File: src/rtl/fetch_pkg.sv
// Shared types and constants for the instruction fetch front end.
// Latency: n/a (types only).
// Backpressure: n/a.
package fetch_pkg;

    localparam logic        FETCH_IDLE = 1'b0;
    localparam logic        FETCH_WAIT = 1'b1;
    localparam int          INST_WIDTH = 32;
    localparam logic [31:0] PC_STEP    = 32'd4;

    typedef struct packed {
        logic [31:0]           pc;
        logic [INST_WIDTH-1:0] inst;
    } fetch_entry_t;

    function automatic logic [31:0] align_pc(input logic [31:0] pc);
        return pc & 32'hFFFF_FFFC;
    endfunction

endpackage

File: src/rtl/sync_fifo.sv
// Generic synchronous FIFO with flush; DEPTH must be a power of two.
// Latency: a push is visible at the head the cycle after it is written.
// Backpressure: push ignored when full, pop ignored when empty; flush wins over both.
module sync_fifo #(
    parameter int DEPTH = 4,
    parameter int WIDTH = 64
) (
    input  logic                     clk,
    input  logic                     rst,
    input  logic                     push,
    input  logic                     pop,
    input  logic                     flush,
    input  logic [WIDTH-1:0]         push_dat,
    output logic [WIDTH-1:0]         head_dat,
    output logic                     full,
    output logic                     empty,
    output logic [$clog2(DEPTH):0]   count
);

    localparam int PW = $clog2(DEPTH);
    localparam int CW = PW + 1;

    logic [PW-1:0]    rd_ptr;
    logic [PW-1:0]    wr_ptr;
    logic [WIDTH-1:0] mem [DEPTH];
    logic             do_push;
    logic             do_pop;

    assign full     = (count == CW'(DEPTH));
    assign empty    = (count == '0);
    assign do_push  = push && !full;
    assign do_pop   = pop && !empty;
    assign head_dat = mem[rd_ptr];

    always_ff @(posedge clk) begin
        if (rst) begin
            rd_ptr <= '0;
            wr_ptr <= '0;
            count  <= '0;
        end else if (flush) begin
            rd_ptr <= wr_ptr;
            count  <= '0;
        end else begin
            if (do_push) wr_ptr <= wr_ptr + PW'(1);
            if (do_pop)  rd_ptr <= rd_ptr + PW'(1);
            if (do_push && !do_pop)      count <= count + CW'(1);
            else if (do_pop && !do_push) count <= count - CW'(1);
        end
    end

    // Storage needs no reset: entries are only observed through count.
    always_ff @(posedge clk) begin
        if (do_push && !flush) mem[wr_ptr] <= push_dat;
    end

endmodule

File: src/rtl/inst_fetch_queue.sv
// Fetch front end: sequential PCs, one outstanding fetch, PC-tagged queue to decode.
// Latency: response in cycle N -> out_valid in N+1; issue rate 1 per (mem latency + 1) cycles.
// Backpressure: no issue while queue full or exited; redirect flushes. FETCH_PERF_COUNTERS_EN adds counters.
module inst_fetch_queue
    import fetch_pkg::*;
#(
    parameter int          DEPTH    = 4,
    parameter logic [31:0] RESET_PC = 32'h0000_0000
) (
    input  logic                  clk,
    input  logic                  rst,
    input  logic                  exited,
    input  logic                  redirect_valid,
    input  logic [31:0]           redirect_pc,
    output logic                  mem_inst_start,
    input  logic                  mem_inst_ready,
    output logic [31:0]           mem_i_addr,
    input  logic [INST_WIDTH-1:0] mem_inst,
    input  logic                  mem_inst_valid,
    output logic                  out_valid,
    input  logic                  out_ready,
    output logic [31:0]           out_pc,
    output logic [INST_WIDTH-1:0] out_inst
`ifdef FETCH_PERF_COUNTERS_EN
    ,
    output logic [31:0]           perf_fetched,
    output logic [31:0]           perf_discarded,
    output logic [31:0]           perf_full_stall
`endif
);

    localparam int CW = $clog2(DEPTH) + 1;

    logic             state;
    logic [31:0]      fetch_pc;
    logic             discard;
    logic             issue;
    logic             resp;
    logic             push;
    logic             pop;
    logic             q_full;
    logic             q_empty;
    logic [CW-1:0]    q_count;
    fetch_entry_t     push_ent;
    fetch_entry_t     head_ent;

    // Only one fetch is ever in flight, so no slot beyond count needs reserving.
    assign issue = !rst && (state == FETCH_IDLE) && mem_inst_ready && !redirect_valid
                   && !exited && (q_count < CW'(DEPTH));
    assign resp  = (state == FETCH_WAIT) && mem_inst_valid;
    assign push  = resp && !discard && !redirect_valid && !q_full;
    assign pop   = out_valid && out_ready && !redirect_valid;

    assign push_ent       = '{pc: fetch_pc, inst: mem_inst};
    assign mem_inst_start = issue;
    assign mem_i_addr     = fetch_pc;
    assign out_valid      = !q_empty;
    assign out_pc         = out_valid ? head_ent.pc   : '0;
    assign out_inst       = out_valid ? head_ent.inst : '0;

    sync_fifo #(
        .DEPTH (DEPTH),
        .WIDTH ($bits(fetch_entry_t))
    ) u_fifo (
        .clk      (clk),
        .rst      (rst),
        .push     (push),
        .pop      (pop),
        .flush    (redirect_valid),
        .push_dat (push_ent),
        .head_dat (head_ent),
        .full     (q_full),
        .empty    (q_empty),
        .count    (q_count)
    );

    always_ff @(posedge clk) begin
        if (rst) begin
            state    <= FETCH_IDLE;
            fetch_pc <= RESET_PC;
            discard  <= 1'b0;
        end else if (redirect_valid) begin
            fetch_pc <= align_pc(redirect_pc);
            // A response still on its way belongs to the old stream.
            if ((state == FETCH_WAIT) && !mem_inst_valid) begin
                discard <= 1'b1;
            end else begin
                state   <= FETCH_IDLE;
                discard <= 1'b0;
            end
        end else if (state == FETCH_IDLE) begin
            if (issue) state <= FETCH_WAIT;
        end else if (mem_inst_valid) begin
            if (!discard) fetch_pc <= fetch_pc + PC_STEP;
            discard <= 1'b0;
            state   <= FETCH_IDLE;
        end
    end

`ifdef FETCH_PERF_COUNTERS_EN
    always_ff @(posedge clk) begin
        if (rst) begin
            perf_fetched    <= '0;
            perf_discarded  <= '0;
            perf_full_stall <= '0;
        end else begin
            if (push) perf_fetched <= perf_fetched + 32'd1;
            if (resp && (discard || redirect_valid)) perf_discarded <= perf_discarded + 32'd1;
            if ((state == FETCH_IDLE) && mem_inst_ready && q_full)
                perf_full_stall <= perf_full_stall + 32'd1;
        end
    end
`endif

endmodule

File: config.mk
export PLATFORM = sky130hd
export DESIGN_NAME = inst_fetch_queue
export DESIGN_NICKNAME = d
export VERILOG_FILES = /design/src/rtl/fetch_pkg.sv /design/src/rtl/sync_fifo.sv /design/src/rtl/inst_fetch_queue.sv
export SDC_FILE = /design/constraint.sdc
export NUM_CORES = 1
export LEC_CHECK = 0
export BUFFER_PORTS_ARGS = -buffer_cell sky130_fd_sc_hd__buf_2
export CORE_MARGIN = 2
export CORE_UTILIZATION = 35
export CTS_BUF_LIST = sky130_fd_sc_hd__clkbuf_8
export DETAILED_ROUTE_END_ITERATION = 8
export PLACE_DENSITY_LB_ADDON = 0.12
export SYNTH_ARGS = -nofsm -noshare
export SYNTH_HDL_FRONTEND = slang
export SYNTH_HIERARCHICAL = 1
export SYNTH_SLANG_ARGS = --single-unit
File: constraint.sdc
create_clock -name clk -period 3.75 [get_ports clk]
set_input_delay 0.1875 -clock clk [delete_from_list [all_inputs] [get_ports clk]]
set_output_delay 0.1875 -clock clk [all_outputs]
set_load 0.1 [all_outputs]
### Word-level counts from Yosys, hierarchy flattened

Memories as Yosys holds them, arrays and structs flattened. A register that Yosys moved wholly into a read port is not among the register bits.
Index checks and enable logic that the tools add are counted.

* memories kept: 1
* RAM bits: 256
* flip-flop bits (word level): 41
* input bits: 71
* word-level logic and storage cells: 79

* add/sub/neg operators: 5
* bitwise gates (word level): 3
* equal/unequal tests: 3
* magnitude comparators: 1
* reductions and logical operators: 36
* multiplexer cells: 23

Memories
* u_fifo.mem: depth 4, width 64, rd ports 1, clocked after Yosys merged registers in 1, write ports 1, line sync_fifo.sv:25 `logic [WIDTH-1:0] mem [DEPTH];`

Operator list (number)
* $mux 32: 6
* $add 32x3->32 const B: 1
* $logic_and 1x1->1: 17
* $mux 1: 11
* $logic_not 1->1: 9
* $mux 2: 4
* $reduce_bool 2->1: 4
* $mux 3: 2
* $reduce_and 3->1: 2
* $add 2x1->2 const B: 2
* $ne 2x2->1 const B: 2
* $reduce_and 2->1: 2
* $add 3x1->3 const B: 1
* $eq 3x3->1 const B: 1
* $logic_not 3->1: 1
* $lt 3x3->1 const B: 1
* $not 1->1: 3
* $sub 3x1->3 const B: 1
* $reduce_or 2->1: 1

### Logic depth before layout (Yosys ltp)

Gate-level depths: netlist of run 1.

* word-level depth: 9
* gate-level depth with buffers: 11
* mapped depth without buffers: 10

### Modules after synthesis

Netlist of run 1, hierarchy kept.

Modules (own cells, without submodules)
* sync_fifo: area an instance 9816.9 um^2, instances 1, seq. area each 7867.5 um^2, cells an instance 384
* inst_fetch_queue: area an instance 2443.6 um^2, instances 1, seq. area each 640.6 um^2, cells an instance 321

### Worst setup path before layout of run 1

Ideal clock, no wire load.

* kind: register -> output
* from: reg state
* to: out mem_inst_start
* stages on the path, launching flop included: 3
* arrival time: 3.114 ns
* required time: 3.562 ns
* setup slack: 0.448 ns
* cells stage by stage: dfxtp_1 > or4b_2 > nor3_1

* longest elaborated chain between the ends: 6

RTL lines
* start: declaration: line inst_fetch_queue.sv:34 `logic state;`
* start signal: assignment: line inst_fetch_queue.sv:79 `state <= FETCH_IDLE;`
* start signal: assignment: line inst_fetch_queue.sv:88 `state <= FETCH_IDLE;`
* start signal: assignment: line inst_fetch_queue.sv:92 `if (issue) state <= FETCH_WAIT;`
* $not 1->1
* $logic_and 1x1->1 (3 in series): line inst_fetch_queue.sv:48 `assign issue = !rst && (state == FETCH_IDLE) && mem_inst_ready && !redirect_valid`
* $logic_and 1x1->1 (2 in series): line inst_fetch_queue.sv:49 `&& !exited && (q_count < CW'(DEPTH));`
* end: declaration: line inst_fetch_queue.sv:15 `output logic mem_inst_start,`

Every way passes these cells.

==> impl_results.md, run 1 <==
- Status: finished, final reports clean
- Clk sink count: 297
- Compound-Gate Fraction of Synth Area: about 3.8%
- Boundary pin count: between 150 and 200
- Tot GR Track Use: 15.6%
- Worst path arrival time: ~2.7 ns
- ANT nets after route: 0
- Worst Setup End Kind: primary output
- Yosys reg bits: 297
- Crit path max-delay family: flip-flops
- PostCTS Resize Cnt: 0
- CP max stage cell: dfxtp_4
- Die Wd: around 190 µm
- Mux share of post-synthesis cell area: 12.3%
- Site Rows: 68
- Switching share of power: roughly 25%
- Main synth FF type: edfxtp_1
- Final period utilization: 76.1%
- Routed WL per cell: 19.3 µm
- Total grt overflow: 0
- DRT Pass-1 Iters: 4
- Power share of the clock group: between 30% and 40%
- Setup-failing EPs final: 0
- Comb power frac: 8.0%
- Post-synthesis adder-cell area fraction: 0.776%
- Layout fillers: approximately 3,200
- EDFF count, synth: 256
- H-tree Lvls: 2
- Hold worst-path end: mem_i_addr[2]$_SDFFE_PP0P_
- Class of the worst hold path: in -> reg
- GP Congestion: 0.711
- Final HPWL DP: 16,600 µm
- Element type at the critical path start: flop
- Lkg Pwr: 0.00539 µW
- Num CTS Buffers: 51
- Inst Count DP: 1,307
- Simple-gate share of the synthesized area: 9.91%
- Initial core utilization: between 30% and 40%
- Tmin final: 2.85 ns
- CTS Root Cell: clkbuf_8
- Worst Tran Pin Value: 0.904 ns
- Worst rel slew slack: about two fifths
- Post-synthesis cell count: roughly 700
- Warnings from Yosys: 6
- RSZ-0062 raised after global routing: false
- Buf/Inv on CP: 2
- Core ar.: 0.0345 mm²
- MaxCap Viol Count: 0
- Largest area contributor in the netlist: edfxtp_1
- Number of global-route vias before repair: 7,471
- Vias after detailed routing: 7,064
- Sequential Power Share: 53.7%
- R2R Path Start: state$_SDFFE_PP0N_
- Synth Area in XOR/XNOR: 0.929%
- Largest net degree at the start of global routing: 65
- Pins over their slew limit: 0
- Reg2reg setup slack: 1.14 ns
- Largest family of logic cells by synthesized area: multiplexers
- WHS Path Cells: 3
- Die area: 0.0365 mm²
- Clock buffer depth: 3
- CTS tree: done
- Setup_tns: 0 ns
- Post-Route WL: about 28,000 µm
- Top cells by area, synth: edfxtp_1, mux4_2, dfxtp_1, nor2b_1, buf_12
- Share of layout cells above drive strength 1: between 30 and 40%
- N_diodes: 0
- Global-route wire length before repair: roughly 43,000 µm
- VDD IR max: approximately 0.00024 V
- Post-DR vias/cell: 4.84
- FMAX: 350 MHz
- Max FO, Critical Path: 25
- Pint: 5190 µW
- Finished Layout Cells: roughly 1,500
- Critical path required time: 3.56 ns
- Post-synthesis cell type count: 62
- Setup Crit Path Kind: reg -> out
- Fin nets: 1,047
- Setup Skew: 0.0230 ns
- DR iter-0 viols: 351
- Clk_lat worst skew: a little under 0.6 ns
- Synth async-reset ratio: 0%
- Crit Reg-Reg Endpoint: u_fifo/mem[3][60]$_DFFE_PP_
- Cell Area, Synth: about 0.012 mm²
- Syn-to-layout area delta: 23.7%
- Sequential area share after synthesis: 69.4%
- DR DRC count: 0
- Die height: about 190 µm
- Initial antenna violation count: 0
- Avg Cell Area, Syn: approximately 17 µm²
- Final Hold Viols: 0
- Reg2reg path depth: 5
- Hold path start: redirect_valid
- Synth top area share: 62.7%
- Switch Pwr: ~1700 µW
- CTS clk-pin slew, worst paths: 0.06 ns
- Worst path cell trace: buf_12, mux4_2, nor2b_1, buf_2
- Worst path max stage delay: 0.71 ns
- Pwr dens: ~450 mW/mm²
- Port Buffer Count: 164
-- worst reg2reg max path, stage by stage (launching register included) --
cell      delay [ns]
dfxtp_1         0.48
nand3b_1        0.25
nor3_1          0.23
nor3b_4         0.38
and2_4          0.62
buf_4           0.32
-- flip-flops by register name, indices dropped and copies added (netlist names), named ones only --
name / cells
u_fifo/mem: 256
mem_i_addr: 30
u_fifo/count: 3
u_fifo/rd_ptr: 2
u_fifo/wr_ptr: 2
discard: 1
state: 1
-- cell usage after synthesis (all sizes together) (7+ instances only) --
library cell,instances
a2111oi,8
a211oi,13
a21oi,9
a311oi,7
and3,7
and4,7
buf,19
clkbuf,24
dfxtp,41
edfxtp,256
inv,17
mux4,64
nand2,16
nand3,9
nand4,12
nor2,23
nor2b,70
nor3,13
xnor2,7
-- worst max path at each step --
stage	to	slack (ns)	cells after the start
2_1_floorplan	mem_inst_start	0.45	2
3_3_place_gp	u_fifo/count[2]$_SDFFE_PP0P_	1.02	11
3_5_place_dp	u_fifo/count[2]$_SDFFE_PP0P_	1.00	11
4_1_cts	out_inst[2]	0.78	4
5_1_grt	out_inst[22]	0.68	4
6_report	out_inst[2]	0.90	4
-- per-stage QoR --
step	worst slack [ns]	utilization [%]	instance area, µm²	total power, µW	hold WS (ns)
after floorplan	0.448	-	12300	4140	0.286
after global placement	1.02	39.4	13600	4280	0.411
after detailed placement	1.00	39.4	13600	4280	0.410
after CTS	0.781	43.9	15200	7000	0.0660
after global routing	0.675	43.9	15200	7170	0.0988
final	0.896	43.9	15200	6890	0.0911
-- cell usage in the layout (no fill, tap or decap), drive strengths merged, types with 13 or more instances in the layout --
cell | netlist | final
a211oi | 13 | 13
buf | 19 | 181
clkbuf | 24 | 53
clkinv | 1 | 17
dfxtp | 41 | 41
dlygate4sd3 | 0 | 64
edfxtp | 256 | 256
inv | 17 | 35
mux4 | 64 | 64
nand2 | 16 | 16
nor2 | 23 | 23
nor2b | 70 | 70
nor3 | 13 | 13
-- kinds of logic after synthesis --
logic type,count (synthesis)
xor gates and xnor gates,13
DFF,297
and+or+nand+nor,194
AOI/OAI and AO/OA,62
buffers and inverters,61
muxes,70
other,1
adders and majority gates,7
-- power by group through the flow --
stage	clock network (µW)	registers, µW	logic [µW]
after floorplan	0	3880	258
after global placement	0	3770	505
after detailed placement	0	3770	506
after CTS	2740	3700	559
after global routing	2880	3710	586
final	2640	3700	553
-- per-layer routing --
layer | wire (µm) | vias up | track usage (%)
li1 | - | 3318 | -
met1 | 13200 | 3515 | 21.3
met2 | 13000 | 174 | 25.3
met3 | 1260 | 57 | 2.92
met4 | 664 | 0 | 4.88
met5 | 0 | - | 0
-- final cells by class --
type	count	area [µm²]	share of cell area, %
flip-flops and latches	297	8520	56.1
multi-input cells	356	3450	22.7
repair buffers	245	1650	10.9
clock buffers	53	729	4.81
well taps	455	569	3.75
clock inverters	36	188	1.24
inverters	18	67.6	0.445
-- repair_timing --
action / CTS / global route
setup buffers: 0 / 0
hold buffers: 64 / 0
endpoints found under the hold margin: 160 / 0
Power figures use the tool's default switching activity.
==> run 2: changes to the inputs <==
==> constraint.sdc (replaced) <==
create_clock -name clk -period 2.4 [get_ports clk]
set_input_delay 0.12 -clock clk [delete_from_list [all_inputs] [get_ports clk]]
set_output_delay 0.12 -clock clk [all_outputs]
set_load 0.1 [all_outputs]
==> impl_results.md, run 2 (same netlist as run 1, synthesis figures left out) <==
- Finished layout cell area: 0.0159 mm²
- Worst path arrival time: 2.85 ns
- Boundary pin count: 169
- Tmin final: 2.37 ns
- Final HPWL DP: approximately 18,000 µm
- Pwr dens: about 700 mW/mm²
- Share of layout cells above drive strength 1: between 30 and 40%
- Fin nets: roughly 1,100
- Clk sink count: between 200 and 300
- CP max stage cell: dfxtp_2
- Reg2reg setup slack: 0.03 ns
- Final period utilization: 98.6%
- Worst Tran Pin Value: ~0.55 ns
- Routed WL per cell: 19.4 µm
- DR iter-0 viols: 363
- Status: finished, final reports clean
- Reg2reg path depth: 10
- Setup Skew: around 0.025 ns
- Post-Route Utilization: 46.1%
- Die area: 0.0365 mm²
- Hold path start: rst
- Worst Setup End Kind: flop
- CTS clk-pin slew, worst paths: 0.06 ns
- Pre-CTS setup slack: 0.116 ns
- Syn-to-layout area delta: 30.0%
- Class of the worst hold path: in -> reg
- Max FO, Critical Path: 3
- FMAX: 423 MHz
- Clk_lat worst skew: 0.57 ns
- Inst Count DP: 1,334
- DR DRC count: 0
- VDD IR max: 0.000295 V
- Max reg flops: 256
- Tot GR Track Use: between 10% and 20%
- Critical path required time: 2.88 ns
- R2R Path Start: u_fifo/count[1]$_SDFFE_PP0P_
- Crit Reg-Reg Endpoint: u_fifo/count[2]$_SDFFE_PP0P_
- Lkg Pwr: 0.00565 µW
- Die height: 191 µm
- Clock buffer depth: 3
- CTS Root Cell: clkbuf_8
- Final Hold Viols: 0
- Area post-placement: around 0.014 mm²
- Most frequent cells in the layout: edfxtp_1, buf_2, nor2b_1
- CTS tree: done
- Worst rel slew slack: 63.5%
- Total grt overflow: 0
- Port Buffer Count: 164
- Largest Register: u_fifo/mem
- Worst path max stage delay: roughly 0.35 ns
- Post-DR vias/cell: 4.85
- ANT nets after route: 0
- Finished Layout Cells: 1,501
- Worst path cell trace: nor3_4, clkinvlp_4, and3_4, o31ai_4, ha_2, inv_2, fa_2, xor2_1, or3_1, a211oi_2
- Initial core utilization: between 30% and 40%
- Global-route wire length before repair: roughly 44,000 µm
- H-tree Lvls: 2
- MaxCap Viol Count: 0
- Tot Pwr: approximately 11,000 µW
- Most common cell after layout, fill and taps aside: edfxtp_1
- Fin worst setup slack: 0.0341 ns
- Core ar.: 0.0345 mm²
- Pins over their slew limit: 0
- Initial antenna violation count: 0
- Element type at the critical path start: flop
- Setup Crit Path Kind: reg -> reg
- Die Wd: 191 µm
- GP Congestion: 0.729
- WHS Path Cells: 3
- Hold worst-path end: mem_i_addr[4]$_SDFFE_PP0P_
- DRT Pass-1 Iters: 6
- Post-Route WL: 29,100 µm
- Setup-failing EPs final: 0
- Largest net degree at the start of global routing: 65
- Num CTS Buffers: 51
- Number of global-route vias before repair: 7,420
- RSZ-0062 raised after global routing: true
- Vias after detailed routing: 7,274
- Site Rows: a little under 70
[run 2: worst max path at each step]
stage	from	end	slack, ns	cells past startpoint
final	u_fifo/count[1]$_SDFFE_PP0P_	u_fifo/count[2]$_SDFFE_PP0P_	0.03	10
after global routing	u_fifo/count[1]$_SDFFE_PP0P_	u_fifo/count[2]$_SDFFE_PP0P_	-0.1	10
after CTS	flop	out_inst[22]	0.002	4
after detailed placement	u_fifo/count[2]$_SDFFE_PP0P_	u_fifo/count[2]$_SDFFE_PP0P_	0.12	10
after global placement	u_fifo/count[2]$_SDFFE_PP0P_	u_fifo/count[2]$_SDFFE_PP0P_	0.12	10
after floorplan	u_fifo/count[2]$_SDFFE_PP0P_	u_fifo/count[2]$_SDFFE_PP0P_	-0.47	11
[run 2: repair_timing]
item / 4_1_cts / 5_1_grt
gates cloned: 0 / 2
hold buffers: 66 / 0
buffers inserted: 0 / 3
pin swaps: 0 / 3
resized for setup: 25 / 97
hold endpoints to repair: 163 / 0
endpoints found under the setup margin: 65 / 51
[run 2: layer usage]
| layer | routed length (µm) | track usage [%] | vias to the layer above |
|---|---|---|---|
| met2 | 13500 | 24.9 | 183 |
| li1 | - | - | 3402 |
| met5 | 0 | 0 | - |
| met1 | 13600 | 22.2 | 3647 |
| met3 | 1500 | 3.34 | 42 |
| met4 | 463 | 4.11 | 0 |
[run 2: critical path, delay by kind of cell (launching register included)]
family	cells	cell delay (ns)
fa+ha+maj	2	0.56
flops	1	0.35
compound gates	2	0.27
xor+xnor	1	0.16
buf+inv	2	0.17
simple gates	3	0.76
[run 2: final cells by class]
type                    instances  area (µm²)
multi-input cells             356        3490
repair buffers                279        2310
clock inverters                42         225
flip-flops and latches        297        8540
well taps                     455         569
fillers                      3116       18600
clock buffers                  53         729
diodes                          1        2.50
inverters                      18        71.3
[run 2: where the power goes]
part	switching (µW)	total, µW	internal (µW)
registers	87.0	5740	5660
logic	619	969	351
clock network	1980	4240	2260
[run 2: through the flow]
step	setup TNS, ns	hold slack [ns]
2_1_floorplan	-0.690	0.219
3_3_place_gp	0	0.341
3_5_place_dp	0	0.347
4_1_cts	0	0.132
5_1_grt	-0.122	0.189
6_report	0	0.172
==> run 3: changes to the inputs <==
--- a/config.mk
+++ b/config.mk
@@ -6,7 +6,7 @@
 export NUM_CORES = 1
 export LEC_CHECK = 0
 export BUFFER_PORTS_ARGS = -buffer_cell sky130_fd_sc_hd__buf_2
-export CORE_MARGIN = 2
+export CORE_MARGIN = 5
 export CORE_UTILIZATION = 35
 export CTS_BUF_LIST = sky130_fd_sc_hd__clkbuf_8
 export DETAILED_ROUTE_END_ITERATION = 8
==> impl_results.md, run 3 (same netlist as run 1, synthesis figures left out) <==
- Initial core utilization: a little over a third
- Crit path max-delay family: simple AND/OR/NAND/NOR gates
- Inst Count DP: 1,327
- Final Hold Viols: 0
- Share of layout cells above drive strength 1: 36.4%
- Core ar.: 0.0345 mm²
- Class of the worst hold path: in -> reg
- Pwr dens: 680 mW/mm²
- Post-DR vias/cell: 4.86
- Worst path arrival time: 2.80 ns
- Routed WL per cell: 20.1 µm
- H-tree Lvls: 2
- Critical path required time: ~2.9 ns
- Port Buffer Count: 164
- Clk sink count: 297
- FMAX: 430 MHz
- Finished Layout Cells: 1,498
- Met2 wire len: 13,900 µm
- Boundary pin count: 169
- Worst path cell trace: nor3_4, clkinvlp_4, and3_4, o31ai_4, ha_2, inv_2, fa_2, xor2_1, or3_1, a211oi_2
- CP max stage cell: dfxtp_4
- Max reg flops: 256
- CTS Root Cell: clkbuf_8
- Worst Setup End Kind: flop
- Die area: 0.0389 mm²
- Number of global-route vias before repair: 7,496
- Die Wd: 197 µm
- Final HPWL DP: 18,100 µm
- Largest Register: u_fifo/mem
- Largest net degree at the start of global routing: 65
- Tot GR Track Use: 14.9%
- Site Rows: 68
- Die height: a little under 200 µm
- Fin nets: 1,081
- DRT Pass-1 Iters: 4
- Worst path max stage delay: around 0.35 ns
- RSZ-0062 raised after global routing: true
- Setup Crit Path Kind: reg -> reg
- Final period utilization: between 90% and 100%
- Setup Skew: around 0.013 ns
- Element type at the critical path start: flop
- Num CTS Buffers: 52
- DR DRC count: 0
- Clock buffer depth: 3
- Top layer in use: met4
- DR iter-0 viols: roughly 370
- CTS tree: done
- Initial antenna violation count: 1
- Global-route wire length before repair: 45,000 µm
- Setup-failing EPs final: 0
- Lkg Pwr: roughly 0.0057 µW
- N_diodes: 0
- Clk_lat worst skew: 0.56 ns
- Pre-CTS setup slack: roughly 0.073 ns
- Pins over their slew limit: 0
- Most common cell after layout, fill and taps aside: edfxtp_1
- Buf/Inv on CP: 2
- Most frequent cells in the layout: edfxtp_1, buf_2, nor2b_1
- Wl on met1: 14,100 µm
- Status: finished, final reports clean
- Tmin final: 2.32 ns
- VDD IR max: 0.000289 V
- GP Congestion: 0.766
- Fin worst setup slack: 0.0756 ns
- MaxCap Viol Count: 0
- Syn-to-layout area delta: 31.8%
- CTS clk-pin slew, worst paths: 0.06 ns
- Max FO, Critical Path: 3
- Total grt overflow: 0
- Routed wl met3: roughly 1600 µm
- Worst Tran Pin Value: 0.631 ns
- ANT nets after route: 0
- Worst rel slew slack: roughly 58%
- Post-Route WL: 30,100 µm
- Vias after detailed routing: 7,287
==> run 3: cell types whose count changed in the layout (fill, tap and decap cells not counted), moves of 2 or more <==
cell       before  now
buf_12         18   13
buf_4          69   33
buf_16          1    3
clkbuf_4        8    0
clkbuf_16       1    5
buf_6          11   58
buf_2         104   99
==> run 3: path summary, 6_finish.rpt <==
path,startpoint,endpoint,slack (ns),depth (start not counted)
worst max-delay path,u_fifo/count[2]$_SDFFE_PP0P_,u_fifo/count[2]$_SDFFE_PP0P_,0.08,10
worst min-delay path,redirect_valid,mem_i_addr[14]$_SDFFE_PP0P_,0.13,4
worst max register to register,u_fifo/count[2]$_SDFFE_PP0P_,u_fifo/count[2]$_SDFFE_PP0P_,0.08,10
worst min register to register,u_fifo/wr_ptr[1]$_SDFFE_PP0P_,u_fifo/wr_ptr[1]$_SDFFE_PP0P_,0.52,2
==> run 3: per-stage QoR <==
stage          setup TNS [ns]  util, %  power, µW  area, µm²  hold WS (ns)
6_report                    0     46.8      11000      16200         0.129
5_1_grt               -0.0420     46.8      11500      16200         0.109
4_1_cts                 -1.09     45.7      11100      15800        0.0661
3_5_place_dp                0     40.3       6720      13900         0.339
3_3_place_gp                0     40.3       6720      13900         0.342
2_1_floorplan          -0.690        -       6470      12400         0.219
==> run 3: per-layer routing <==
layer,track usage (%),vias to the layer above
li1,-,3400
met1,21.1,3672
met2,23.2,179
met3,3.31,36
met4,4.37,0
met5,0,-
==> run 3: power by group <==
group | switching [µW] | total, µW | internal (µW)
Sequential | 92.1 | 5750 | 5660
Combinational | 629 | 1000 | 372
Clock | 1960 | 4240 | 2280
==> run 3: worst register-to-register path: stages, from the launching register on <==
cell	delay, ns
dfxtp_4	0.35
nor3_4	0.24
clkinvlp_4	0.13
and3_4	0.20
o31ai_4	0.06
ha_2	0.24
inv_2	0.04
fa_2	0.32
xor2_1	0.15
or3_1	0.32
a211oi_2	0.17
==> run 3: area by class of cell <==
| type | count | area, µm² |
|---|---|---|
| Sequential cell | 297 | 8540 |
| Multi-Input combinational cell | 356 | 3480 |
| Fill cell | 3141 | 18400 |
| Tap cell | 455 | 569 |
| Inverter | 18 | 71.3 |
| Clock buffer | 54 | 743 |
| Timing Repair Buffer | 278 | 2540 |
| Clock inverter | 40 | 208 |
==> run 3: repair_timing <==
| action | CTS | global route |
|---|---|---|
| hold endpoints to repair | 160 | 0 |
| gates cloned | 1 | 7 |
| pin swaps | 0 | 2 |
| endpoints found under the setup margin | 65 | 59 |
| hold buffers | 65 | 0 |
| resized for setup | 80 | 55 |
| buffers inserted | 0 | 4 |
